File: src/rtl/sha3512_pkg.sv
// rtl/sha3512_pkg.sv - shared constants and state encoding for the SHA3-512 round controller
//
// Purpose : permutation round count, round index width, datapath widths and
//           the controller state encoding, imported by the controller files.
// Ports   : none (package).

package sha3512_pkg;

    // Keccak-p rounds per permutation and the width of the round index.
    localparam int NR      = 24;
    localparam int ROUND_W = 5;

    // Datapath widths of the coprocessor this controller steers.
    localparam int RATE_W  = 576;
    localparam int STATE_W = 1600;

    typedef enum logic [1:0] {
        ST_IDLE  = 2'd0,
        ST_ROUND = 2'd1,
        ST_DONE  = 2'd2
    } state_e;

endpackage

File: src/rtl/sha3512_round_cnt.sv
// rtl/sha3512_round_cnt.sv - Keccak-p round counter with clear, enable and terminal count
//
// Purpose : counts permutation rounds 0..NR-1 and flags the final round.
// Ports   : clk     - clock, rising edge
//           rst     - synchronous active-high reset
//           clr     - synchronous clear to round 0
//           en      - advance one round this cycle
//           cnt     - current round index
//           tc      - high while cnt == NR-1

module sha3512_round_cnt
    import sha3512_pkg::*;
#(
    parameter int CNT_NR  = NR,
    parameter int CNT_W   = ROUND_W
) (
    input  logic             clk,
    input  logic             rst,
    input  logic             clr,
    input  logic             en,
    output logic [CNT_W-1:0] cnt,
    output logic             tc
);

    localparam logic [CNT_W-1:0] LAST_IDX = CNT_W'(CNT_NR - 1);
    localparam logic [CNT_W-1:0] ONE      = CNT_W'(1);

    logic [CNT_W-1:0] cnt_d;
    logic [CNT_W-1:0] cnt_q;

    assign cnt = cnt_q;
    assign tc  = (cnt_q == LAST_IDX);

    // The counter never wraps past NR-1: the terminal round always
    // returns it to 0, so a permutation that somehow stays enabled
    // restarts cleanly rather than running into unused indices.
    always_comb begin
        cnt_d = cnt_q;
        if (clr || (en && tc)) begin
            cnt_d = '0;
        end else if (en) begin
            cnt_d = cnt_q + ONE;
        end
    end

    always_ff @(posedge clk) begin
        if (rst) begin
            cnt_q <= '0;
        end else begin
            cnt_q <= cnt_d;
        end
    end

endmodule

File: src/rtl/sha3512_round_ctrl.sv
// rtl/sha3512_round_ctrl.sv - control FSM for the SHA3-512 coprocessor absorb/permute/squeeze flow
//
// Purpose : accepts rate blocks from the host, pulses absorb into the Keccak
//           state, steps NR permutation rounds one per clock, then writes
//           the data-out register and signals completion.
// Ports   : inClk          - clock, rising edge
//           inInit         - synchronous active-high reset; also clears datapath
//           inBlockValid   - host presents a padded rate block
//           inBlockLast    - the presented block is the final one
//           outBlockReady  - a block can be accepted this cycle
//           outAbsorb      - XOR the presented block into the state
//           outStateClr    - zero the state before absorbing
//           outRoundEn     - a permutation round executes this cycle
//           outRoundIdx    - current round number (iota select)
//           outDataOutWr   - write strobe of the data-out register
//           outDataOutInit - clear strobe of the data-out register
//           outBusy        - message in progress
//           outDone        - digest valid on the data-out register

module sha3512_round_ctrl
    import sha3512_pkg::*;
#(
    parameter int NR_P      = NR,
    parameter int ROUND_W_P = ROUND_W
) (
    input  logic                 inClk,
    input  logic                 inInit,
    input  logic                 inBlockValid,
    input  logic                 inBlockLast,
    output logic                 outBlockReady,
    output logic                 outAbsorb,
    output logic                 outStateClr,
    output logic                 outRoundEn,
    output logic [ROUND_W_P-1:0] outRoundIdx,
    output logic                 outDataOutWr,
    output logic                 outDataOutInit,
    output logic                 outBusy,
    output logic                 outDone
);

    state_e state_d;
    state_e state_q;
    logic   first_d;
    logic   first_q;
    logic   last_d;
    logic   last_q;
    logic   busy_d;
    logic   busy_q;

    logic                 cnt_clr;
    logic                 cnt_en;
    logic [ROUND_W_P-1:0] cnt_val;
    logic                 cnt_tc;

    sha3512_round_cnt #(
        .CNT_NR (NR_P),
        .CNT_W  (ROUND_W_P)
    ) u_round_cnt (
        .clk (inClk),
        .rst (inInit),
        .clr (cnt_clr),
        .en  (cnt_en),
        .cnt (cnt_val),
        .tc  (cnt_tc)
    );

    always_comb begin
        state_d        = state_q;
        first_d        = first_q;
        last_d         = last_q;
        busy_d         = busy_q;
        cnt_clr        = 1'b1;
        cnt_en         = 1'b0;
        outBlockReady  = 1'b0;
        outAbsorb      = 1'b0;
        outStateClr    = 1'b0;
        outRoundEn     = 1'b0;
        outRoundIdx    = '0;
        outDataOutWr   = 1'b0;
        outDataOutInit = 1'b0;
        outBusy        = busy_q;
        outDone        = 1'b0;

        if (inInit) begin
            // Init overrides whatever the FSM was doing, including a
            // permutation in flight; only the two clear strobes are driven.
            state_d        = ST_IDLE;
            first_d        = 1'b1;
            last_d         = 1'b0;
            busy_d         = 1'b0;
            outBusy        = 1'b0;
            outStateClr    = 1'b1;
            outDataOutInit = 1'b1;
        end else begin
            unique case (state_q)
                ST_IDLE: begin
                    outBlockReady = 1'b1;
                    if (inBlockValid) begin
                        outAbsorb = 1'b1;
                        // First block of a message: clearing and XORing in
                        // the same cycle loads the block into a zero state.
                        if (first_q) begin
                            outStateClr    = 1'b1;
                            outDataOutInit = 1'b1;
                        end
                        last_d  = inBlockLast;
                        first_d = 1'b0;
                        busy_d  = 1'b1;
                        state_d = ST_ROUND;
                    end
                end

                ST_ROUND: begin
                    cnt_clr     = 1'b0;
                    cnt_en      = 1'b1;
                    outRoundEn  = 1'b1;
                    outRoundIdx = cnt_val;
                    if (cnt_tc) begin
                        // The data-out register captures the final round's
                        // output at the same edge that ends the permutation.
                        if (last_q) begin
                            outDataOutWr = 1'b1;
                            state_d      = ST_DONE;
                        end else begin
                            state_d      = ST_IDLE;
                        end
                    end
                end

                ST_DONE: begin
                    outDone = 1'b1;
                    busy_d  = 1'b0;
                    first_d = 1'b1;
                    state_d = ST_IDLE;
                end

                default: begin
                    state_d = ST_IDLE;
                end
            endcase
        end
    end

    always_ff @(posedge inClk) begin
        if (inInit) begin
            state_q <= ST_IDLE;
            first_q <= 1'b1;
            last_q  <= 1'b0;
            busy_q  <= 1'b0;
        end else begin
            state_q <= state_d;
            first_q <= first_d;
            last_q  <= last_d;
            busy_q  <= busy_d;
        end
    end

endmodule

File: config.mk
export PLATFORM = sky130hd
export DESIGN_NAME = sha3512_round_ctrl
export DESIGN_NICKNAME = d
export VERILOG_FILES = /design/src/rtl/sha3512_pkg.sv /design/src/rtl/sha3512_round_cnt.sv /design/src/rtl/sha3512_round_ctrl.sv
export SDC_FILE = /design/constraint.sdc
export NUM_CORES = 1
export LEC_CHECK = 0
export BUFFER_PORTS_ARGS = -buffer_cell sky130_fd_sc_hd__buf_4
export CORE_AREA = 2 2 39 41
export CTS_BUF_LIST = sky130_fd_sc_hd__clkbuf_8
export CTS_CLUSTER_DIAMETER = 120
export DETAILED_ROUTE_END_ITERATION = 10
export DIE_AREA = 0 0 41 43
export PLACE_DENSITY = 0.6
export SETUP_SLACK_MARGIN = 0.5
export SLEW_MARGIN = 10
export SYNTH_ARGS = -nofsm -noshare
export SYNTH_HDL_FRONTEND = slang
export SYNTH_SLANG_ARGS = --single-unit
File: constraint.sdc
create_clock -name inClk -period 1.1 [get_ports inClk]
set_input_delay 0.22 -clock inClk [delete_from_list [all_inputs] [get_ports inClk]]
set_output_delay 0.22 -clock inClk [all_outputs]
set_load 0.05 [all_outputs]
=== After elaboration in Yosys (flattened, before gate mapping) ===
Index checks and enable logic that the tools add are counted.

* Register bits: 10
* Input bits: 4
* Output and inout bits: 13
* Logic and storage cells: 49

* Add/sub/neg operators: 1
* Equal/unequal tests: 5
* Multiplexer cells: 30
* Reduce and logical (&&, ||, !) cells: 8

{| class="wikitable"
|+ Operators with widths
! kind !! number
|-
| $mux 1 || 22
|-
| $mux 5 || 2
|-
| $mux 2 || 3
|-
| $reduce_and 2->1 || 3
|-
| $add 5x1->5 const B || 1
|-
| $eq 5x5->1 const B || 1
|-
| $pmux 1 s2 || 2
|-
| $pmux 2 s2 || 1
|-
| $eq 2x1->1 const B || 1
|-
| $eq 2x2->1 const B || 1
|-
| $logic_not 2->1 || 1
|-
| $ne 2x1->1 const B || 1
|-
| $ne 2x2->1 const B || 1
|-
| $reduce_bool 2->1 || 1
|-
| $reduce_or 2->1 || 1
|-
| $logic_and 1x1->1 || 1
|-
| $logic_or 1x1->1 || 1
|}

=== Depth between registers and ports, before layout ===
Gate-level depths: netlist of the first run.

* Depth in word-level cells: 6
* Depth in mapped cells: 4
* Depth with buffers taken out: 4

=== Cells and area by module ===
Synthesis of the first run repeated with hierarchy kept, for this count alone.

* Cell total of the unflattened synthesis: 60
* Area total of the unflattened synthesis: 550.5 um2

{| class="wikitable"
|+ Modules (own cells, without submodules)
! module !! instances !! cells an instance !! area each (um2) !! sequential area each (um2)
|-
| sha3512_round_ctrl || 1 || 35 || 310.3 || 100.1
|-
| sha3512_round_cnt || 1 || 25 || 240.2 || 100.1
|}

=== Worst setup path before layout of the first run ===
No wires, ideal clock.

* Path type: register -> register
* Start: register state_q[1]
* End: register state_q[0]
* Library setup time: 60 ps
* Arrival time: 2203 ps
* Required time: 1040 ps
* Path slack: -1164 ps
* Cell stages (with the launch flop): 4
* Path buffers: 0
* Period minus slack after synthesis: 2264 ps
* Cell sequence: dfxtp_1 nor3_1 and2_1 nand2b_1

* Word-level cells in the longest chain between the ends: 3
* Elaborated cells on any way between the ends: 6
* Those cells by class: 3 x eq/ne; 1 x mux; 2 x reduce/logical

{| class="wikitable"
|+ Ends and longest elaborated chain
! element !! line !! RTL
|-
| start, declared || sha3512_round_ctrl.sv:42 || <nowiki>state_e state_q;</nowiki>
|-
| start signal, assigned || sha3512_round_ctrl.sv:151 || <nowiki>state_q <= state_d;</nowiki>
|-
| $eq 2x1->1 / $logic_not 2->1 (equally long branches) || sha3512_round_ctrl.sv:95 || <nowiki>unique case (state_q)</nowiki>
|-
| $ne 2x1->1 (no source line) / $ne 2x2->1 (equally long branches) || n/a ||
|-
| $reduce_and 2->1 (no source line) || n/a ||
|}

Parallel ways exist; a longest one is shown, timed or not.
A chain may end at the register's enable or synchronous reset.

=== Final worst setup path of the first run ===
* Start: register u_round_cnt.cnt_q[0], in the netlist u_round_cnt.cnt[0]
* End: output port outDataOutWr

* Word-level cells in the longest chain between the ends: 4

{| class="wikitable"
|+ Ends and longest elaborated chain
! element !! line !! RTL
|-
| start, declared || sha3512_round_cnt.sv:29 || <nowiki>logic [CNT_W-1:0] cnt_q;</nowiki>
|-
| start signal, assigned || sha3512_round_cnt.sv:50 || <nowiki>cnt_q <= cnt_d;</nowiki>
|-
| $eq 5x5->1 || sha3512_round_cnt.sv:32 || <nowiki>assign tc = (cnt_q == LAST_IDX);</nowiki>
|-
| $mux 1 || sha3512_round_ctrl.sv:118 || <nowiki>if (cnt_tc) begin</nowiki>
|-
| $mux 1 || sha3512_round_ctrl.sv:95 ||
|-
| $mux 1 || sha3512_round_ctrl.sv:84 || <nowiki>if (inInit) begin</nowiki>
|-
| end, declared || sha3512_round_ctrl.sv:35 || <nowiki>output logic outDataOutWr,</nowiki>
|}

Every way passes these cells.

==> results.cfg, run 1 <==
[outcome]
status = finished, violations left
violations = negative setup slack

[pwr]
p_clk_share_pct = 38.9
p_leak_nw = 0.503
p_per_area_mw_per_mm2 = 1070
irDropWorstVdd_mv = 0.825
seq_power_share_pct = 33.5
p_sw_share_pct = 26.2
comb_power_share_pct = 27.7
p_sw_mw = 0.308
p_int_mw = 0.868

[yosys]
synth_area_leaders = dfxtp_1, and2_1, xor2_1
syn-num-nets = 56
syn_inst = 51
synth_top_area_share_pct = 43.0
ys_seq_elements = 10
yosysSeqAreaShare_pct = 43.0
synth.top_cells.by_count = dfxtp_1, and2_1, inv_1, nor2_1
synthArstFlopShare_pct = 0
ys.flop_type = dfxtp_1
synth.largest_area_cell = dfxtp_1
synth_cell_types = 23
synth_enable_flop_cells = 0
yosys.cell_count.top_type = dfxtp_1
syn_area_per_cell_um2 = 9.13
mappedNetlistArea_um2 = 465
synth_warnings = 0

[floorplan]
die_h_um = 43
initial_utilization_pct = 33.6
io_pins = 17
coreArea_mm2 = 0.00138
die_x_um = 41
row_count = 14
die_area_mm2 = 0.00176

[critical_path]
crit_buf_inv = 1
required_ps = 880
reg2regPathDepth = 5
max_stage_delay_ps = 350
cp-end-kind = output port
r2r-start = u_round_cnt.cnt[0]$_SDFFE_PP0P_
r2r_end = u_round_cnt.cnt[3]$_SDFFE_PP0P_
slowest_stage = dfxtp_2
start_kind = register
cp_max_fo = 2
cpLargestDelayFamily = simple AND/OR/NAND/NOR gates
worstPathArrival_ps = 1280
worstSetupPathType = register to output port
cp_cell_sequence = ha_4 -> and4b_2 -> and3_4 -> buf_8
r2r_slack_ps = -130

[global_route]
grt_max_degree = 8
grt_pass1_vias = 500
grt_pass1_wl_um = 2190
antenna_found_initial = 0
grt_use_total_pct = 18.5
overflow = 0

[timing]
max_slew_margin_pct = 86.2
finalSetupViolCount = 20
skew_ps = 1.78
min_period_ps = 1500
hold_viol = 0
hold_slack_ps = 237
grt_setup_unrepaired = yes
fmax_ghz = 0.668
finalCritPeriodShare_pct = 136
drv_slew = 0
worstMarginPinSlew_ps = 207
finalWorstSetupSlack_ps = -397

[clock_tree]
clkSlewWorstSetupHoldPaths_ps = 50
clock_sinks = 10
clk_path_buf_depth = 2
cts_inserted_buffers = 3
htreeDepth = 1
clk-insertion-delay-late_ps = 230
cts-root-buf = clkbuf_8
cts_tree = built

[placement]
place_congestion = 0.769
dpl.hpwl_um = 779
portBuffers = 16
placed_cell_area_um2 = 786

[drt]
route.detailed.drc = 0
viasPerCell = 4.56
ant_nets = 0
wl_met2_um = 661
drt_pass1_iterations = 4
wl_met1_um = 625
wl_met3_um = 49
num_vias = 497
wl_per_cell_um = 12.3
top_layer = met3
routed_wl_um = 1340
initialDrtViolationCount = 3

[worst_hold_path]
worstHoldStart = inBlockLast
hold_depth = 3
hp-class = primary input to register
hold_end = last_q$_SDFFE_PP0P_

[finish]
drive_gt1_share_pct = 77.4
final_cell_area_mm2 = 0.00110
final_util_pct = 79.5
fin_nets = 99
syn2layout_area_growth_pct = 136
diodes = 0

[job]
cap_viol_max_count = 0
[sequential cells by signal, indices dropped and copies added (netlist names)]
| signal | flops |
|---|---|
| busy_q | 1 |
| first_q | 1 |
| last_q | 1 |
| state_q | 2 |
| u_round_cnt.cnt | 5 |
[routing by layer]
layer	vias to the layer above	track usage [%]
li1	252	-
met1	233	25.4
met2	12	26.6
met3	0	6.28
met4	0	6.00
met5	-	0
[layout by cell type, fill, tap and decap left out]
cell,count
a21oi_2,1
xor2_1,2
buf_4,13
and4b_2,1
nor2_1,4
o21ai_2,1
dfxtp_4,1
ha_4,1
inv_1,3
dfxtp_2,4
nand2b_1,2
nand3_1,1
and2_1,1
dfxtp_1,5
clkbuf_8,4
a31o_4,1
buf_12,1
nor3_4,2
and3_4,2
mux2i_1,1
a21boi_2,1
nand2_2,2
and2_4,6
buf_8,11
nor3b_2,1
nand4b_1,1
buf_6,15
o21a_1,1
nor3b_4,1
nor2b_4,2
inv_6,1
[power by group through the flow]
stage | logic (mW) | clock network [mW] | registers (mW)
CTS | 0.295 | 0.458 | 0.392
floorplan | 0.138 | 0 | 0.403
global route | 0.345 | 0.496 | 0.397
detailed placement | 0.228 | 0 | 0.396
global placement | 0.225 | 0 | 0.395
finish | 0.325 | 0.457 | 0.394
[what timing repair did]
| item | CTS | global route |
|---|---|---|
| hold buffers | 0 | 0 |
| endpoints found under the setup margin | 23 | 23 |
| endpoints found under the hold margin | 0 | 0 |
| gates resized for setup | 41 | 11 |
| pin swaps | 15 | 5 |
| cloned | 0 | 0 |
| buffers inserted | 3 | 6 |
[through the flow]
step	worst slack (ps)	cells	power (mW)	TNS (ps)
2_1_floorplan	-281	51	0.541	-1880
3_3_place_gp	-180	96	0.621	-1370
3_5_place_dp	-201	96	0.624	-1430
4_1_cts	-400	103	1.15	-3470
5_1_grt	-445	109	1.24	-5370
6_report	-397	109	1.18	-4380
[worst max path at each step]
stage,from,to,slack [ps],cells after the start
CTS,u_round_cnt.cnt[0]$_SDFFE_PP0P_,outDataOutWr,-400,4
floorplan,state_q[0]$_SDFFE_PP0P_,outAbsorb,-280,2
detailed placement,u_round_cnt.cnt[1]$_SDFFE_PP0P_,outDataOutWr,-200,4
finish,u_round_cnt.cnt[0]$_SDFFE_PP0P_,outDataOutWr,-400,4
global route,u_round_cnt.cnt[0]$_SDFFE_PP0P_,outDataOutWr,-450,4
global placement,u_round_cnt.cnt[0]$_SDFFE_PP0P_,outDataOutWr,-180,4
[cell families (layout without fill, tap and decap cells)]
kind of cell               count (synthesis)  after routing  synth area share, %
and+or+nand+nor                           26             26                 33.9
DFF                                       10             10                 43.0
buffers and inverters                      6             48                 6.45
AOI/OAI and AO/OA                          5              5                 8.06
xor gates and xnor gates                   2              2                 3.76
adders and majority gates                  1              1                 2.69
muxes                                      1              1                 2.15
[worst min-delay path, delay by kind of cell]
| family | cells | cell delay (ps) |
|---|---|---|
| buffers and inverters | 1 | 80 |
| multiplexers | 1 | 50 |
| AND/OR/NAND/NOR | 1 | 90 |
[final cells by class]
class / instances / area (µm²)
Tap cell: 16 / 20.0
Sequential cell: 10 / 209
Multi-Input combinational cell: 35 / 344
Clock buffer: 4 / 55.1
Timing Repair Buffer: 40 / 452
Inverter: 4 / 20.0
Fill cell: 85 / 284
(Power assumes the default switching activity.)
==> run 2, diff against run 1 <==
- PLACE_DENSITY: 0.6 -> 0.67
- SYNTH_HIERARCHICAL: unset -> 1
==> results.cfg, run 2 <==
[finish]
diodes = 0
syn2layout_area_growth_pct = 120
final_common_cell = buf_4
multiInputGateArea_um2 = 440
drive_gt1_share_pct = 75.2
largest_register_ffs = 5
final_cell_mix = buf_4, buf_6, buf_8
fillerInstances = 68
seq_area_um2 = 211
fin_nets = 111

[yosys]
syn_inst = 60
ys_seq_elements = 10
synth.largest_area_cell = dfxtp_1
syn-num-nets = 65
synth_cell_types = 31
ys.flop_type = dfxtp_1
mappedNetlistArea_um2 = 551
syn_area_per_cell_um2 = 9.18
synth_warnings = 6
synthArstFlopShare_pct = 0
yosysSeqAreaShare_pct = 36.4
synth_enable_flop_cells = 0
synth_area_leaders = dfxtp_1, and3_1, nor3_1
synth.top_cells.by_count = dfxtp_1, nor3_1, and3_1, inv_1, nand2b_1
yosys.cell_count.top_type = dfxtp_1
synth_top_area_share_pct = 36.4

[pwr]
p_per_area_mw_per_mm2 = 957
p_leak_nw = 0.516
irDropWorstVdd_mv = 0.768

[critical_path]
cp-end-kind = output port
reg2regPathDepth = 5
max_stage_delay_ps = 350
slowest_stage = dfxtp_2
worstSetupPathType = register to output port
start_kind = register
crit_buf_inv = 2
cpLargestDelayFamily = simple AND/OR/NAND/NOR gates
cp_cell_sequence = ha_4 -> nand4b_1 -> inv_2 -> and4_4 -> buf_8
cp_max_fo = 3
r2r_slack_ps = -370
r2r-start = u_round_cnt/cnt[0]$_SDFFE_PP0P_
required_ps = 880
r2r_end = u_round_cnt/cnt[3]$_SDFFE_PP0P_
worstPathArrival_ps = 1400

[clock_tree]
cts-root-buf = clkbuf_8
htreeDepth = 1
clkSlewWorstSetupHoldPaths_ps = 60
clk-insertion-delay-late_ps = 240
holdBufCountCts = 0
cts_inserted_buffers = 3
cts_tree = built
clk_path_buf_depth = 2
clock_sinks = 10

[floorplan]
die_h_um = 43
row_count = 14
coreArea_mm2 = 0.00138
io_pins = 17
die_area_mm2 = 0.00176
die_x_um = 41
initial_utilization_pct = 39.8

[global_route]
grt_pass1_vias = 686
grt_pass1_wl_um = 3040
antenna_found_initial = 0
overflow = 0
grt_use_total_pct = 26.1
grt_max_degree = 10

[timing]
fmax_ghz = 0.617
tns_ps = -4770
grt_setup_unrepaired = yes
max_slew_margin_pct = 84.4
hold_viol = 0
drv_slew = 0
finalCritPeriodShare_pct = 147
worstMarginPinSlew_ps = 233
skew_ps = 6.46
min_period_ps = 1620
finalWorstSetupSlack_ps = -520
finalSetupViolCount = 19

[worst_hold_path]
hold_depth = 3
worstHoldStart = inBlockLast
hold_end = last_q$_SDFFE_PP0P_
hp-class = primary input to register

[outcome]
violations = negative setup slack
status = finished, violations left

[drt]
num_vias = 677
ant_nets = 0
routed_wl_um = 2150
viasPerCell = 5.60
route.detailed.drc = 0
wl_met2_um = 1200
top_layer = met4
initialDrtViolationCount = 17
wl_met1_um = 793
wl_met3_um = 131
wl_per_cell_um = 17.8
drt_pass1_iterations = 4

[job]
cap_viol_max_count = 0

[placement]
place_congestion = 0.751
portBuffers = 16
dpl.hpwl_um = 1120
place_ws_ps = -235
[run 2: cell count changes in the layout (fill, tap and decap cells not counted), sizes merged, moves of 2 or more]
cell	previous run	this run
and2	7	1
nand2b	2	4
and3	2	5
nor2	4	2
and4	0	2
a211oi	0	2
buf	40	44
nor3	2	6
[run 2: metrics by stage]
stage | std cells | utilization (%) | instance area (µm²) | total power, mW | hold slack [ps]
2_1_floorplan | 60 | - | 647 | 0.532 | 285
3_3_place_gp | 108 | 64.4 | 891 | 0.596 | 479
3_5_place_dp | 108 | 64.4 | 891 | 0.598 | 480
4_1_cts | 118 | 84.0 | 1160 | 1.13 | 260
5_1_grt | 121 | 87.3 | 1210 | 1.19 | 299
6_report | 121 | 87.3 | 1210 | 1.16 | 263
[run 2: worst max-delay path by stage]
stage	startpoint	cells past startpoint	end
final	u_round_cnt/cnt[0]$_SDFFE_PP0P_	5	outDataOutWr
after detailed placement	inInit	5	u_round_cnt/cnt[3]$_SDFFE_PP0P_
after floorplan	state_q[0]$_SDFFE_PP0P_	5	u_round_cnt/cnt[3]$_SDFFE_PP0P_
after global routing	u_round_cnt/cnt[0]$_SDFFE_PP0P_	5	outDataOutWr
after global placement	inInit	5	u_round_cnt/cnt[3]$_SDFFE_PP0P_
after CTS	u_round_cnt/cnt[1]$_SDFFE_PP0P_	5	outDataOutWr
[run 2: what timing repair did]
| action | in CTS | in global routing |
|---|---|---|
| setup endpoints to repair | 23 | 23 |
| pin swaps | 14 | 9 |
| buffers inserted | 6 | 3 |
| resized for setup | 44 | 7 |
[run 2: report_power, final]
part / internal, mW / switching [mW]
sequential: 0.373 / 0.0109
clock: 0.316 / 0.160
combinational: 0.146 / 0.151
[run 2: layout make-up]
class	instances	area share (%)
clock buffer	4	4.55
inverter	4	1.66
multi-input combinational	43	36.4
sequential	10	17.5
tap	16	1.66
timing repair buffer	44	38.2
[run 2: metal layers]
layer | GRT usage, % | vias up
li1 | - | 312
met1 | 28.6 | 328
met2 | 44.4 | 33
met3 | 5.24 | 4
met4 | 12.7 | 0
met5 | 0 | -
[run 2: worst reg2reg max path, delay by kind of cell (launching register included)]
family,cells,cell delay [ps]
AOI/OAI and AO/OA,1,180
buffers and inverters,1,160
DFF,1,330
and+or+nand+nor,2,560
adders and majority gates,1,160
[run 2: cells by family (layout without fill, tap and decap cells)]
kind of cell | count (synthesis) | count (layout) | share of synthesized area (%)
xor+xnor | 1 | 1 | 1.59
buf+inv | 7 | 52 | 8.18
fa+ha+maj | 1 | 1 | 2.27
compound gates | 7 | 7 | 11.4
simple gates | 32 | 32 | 36.6
mux | 2 | 2 | 3.64
flops | 10 | 10 | 36.4
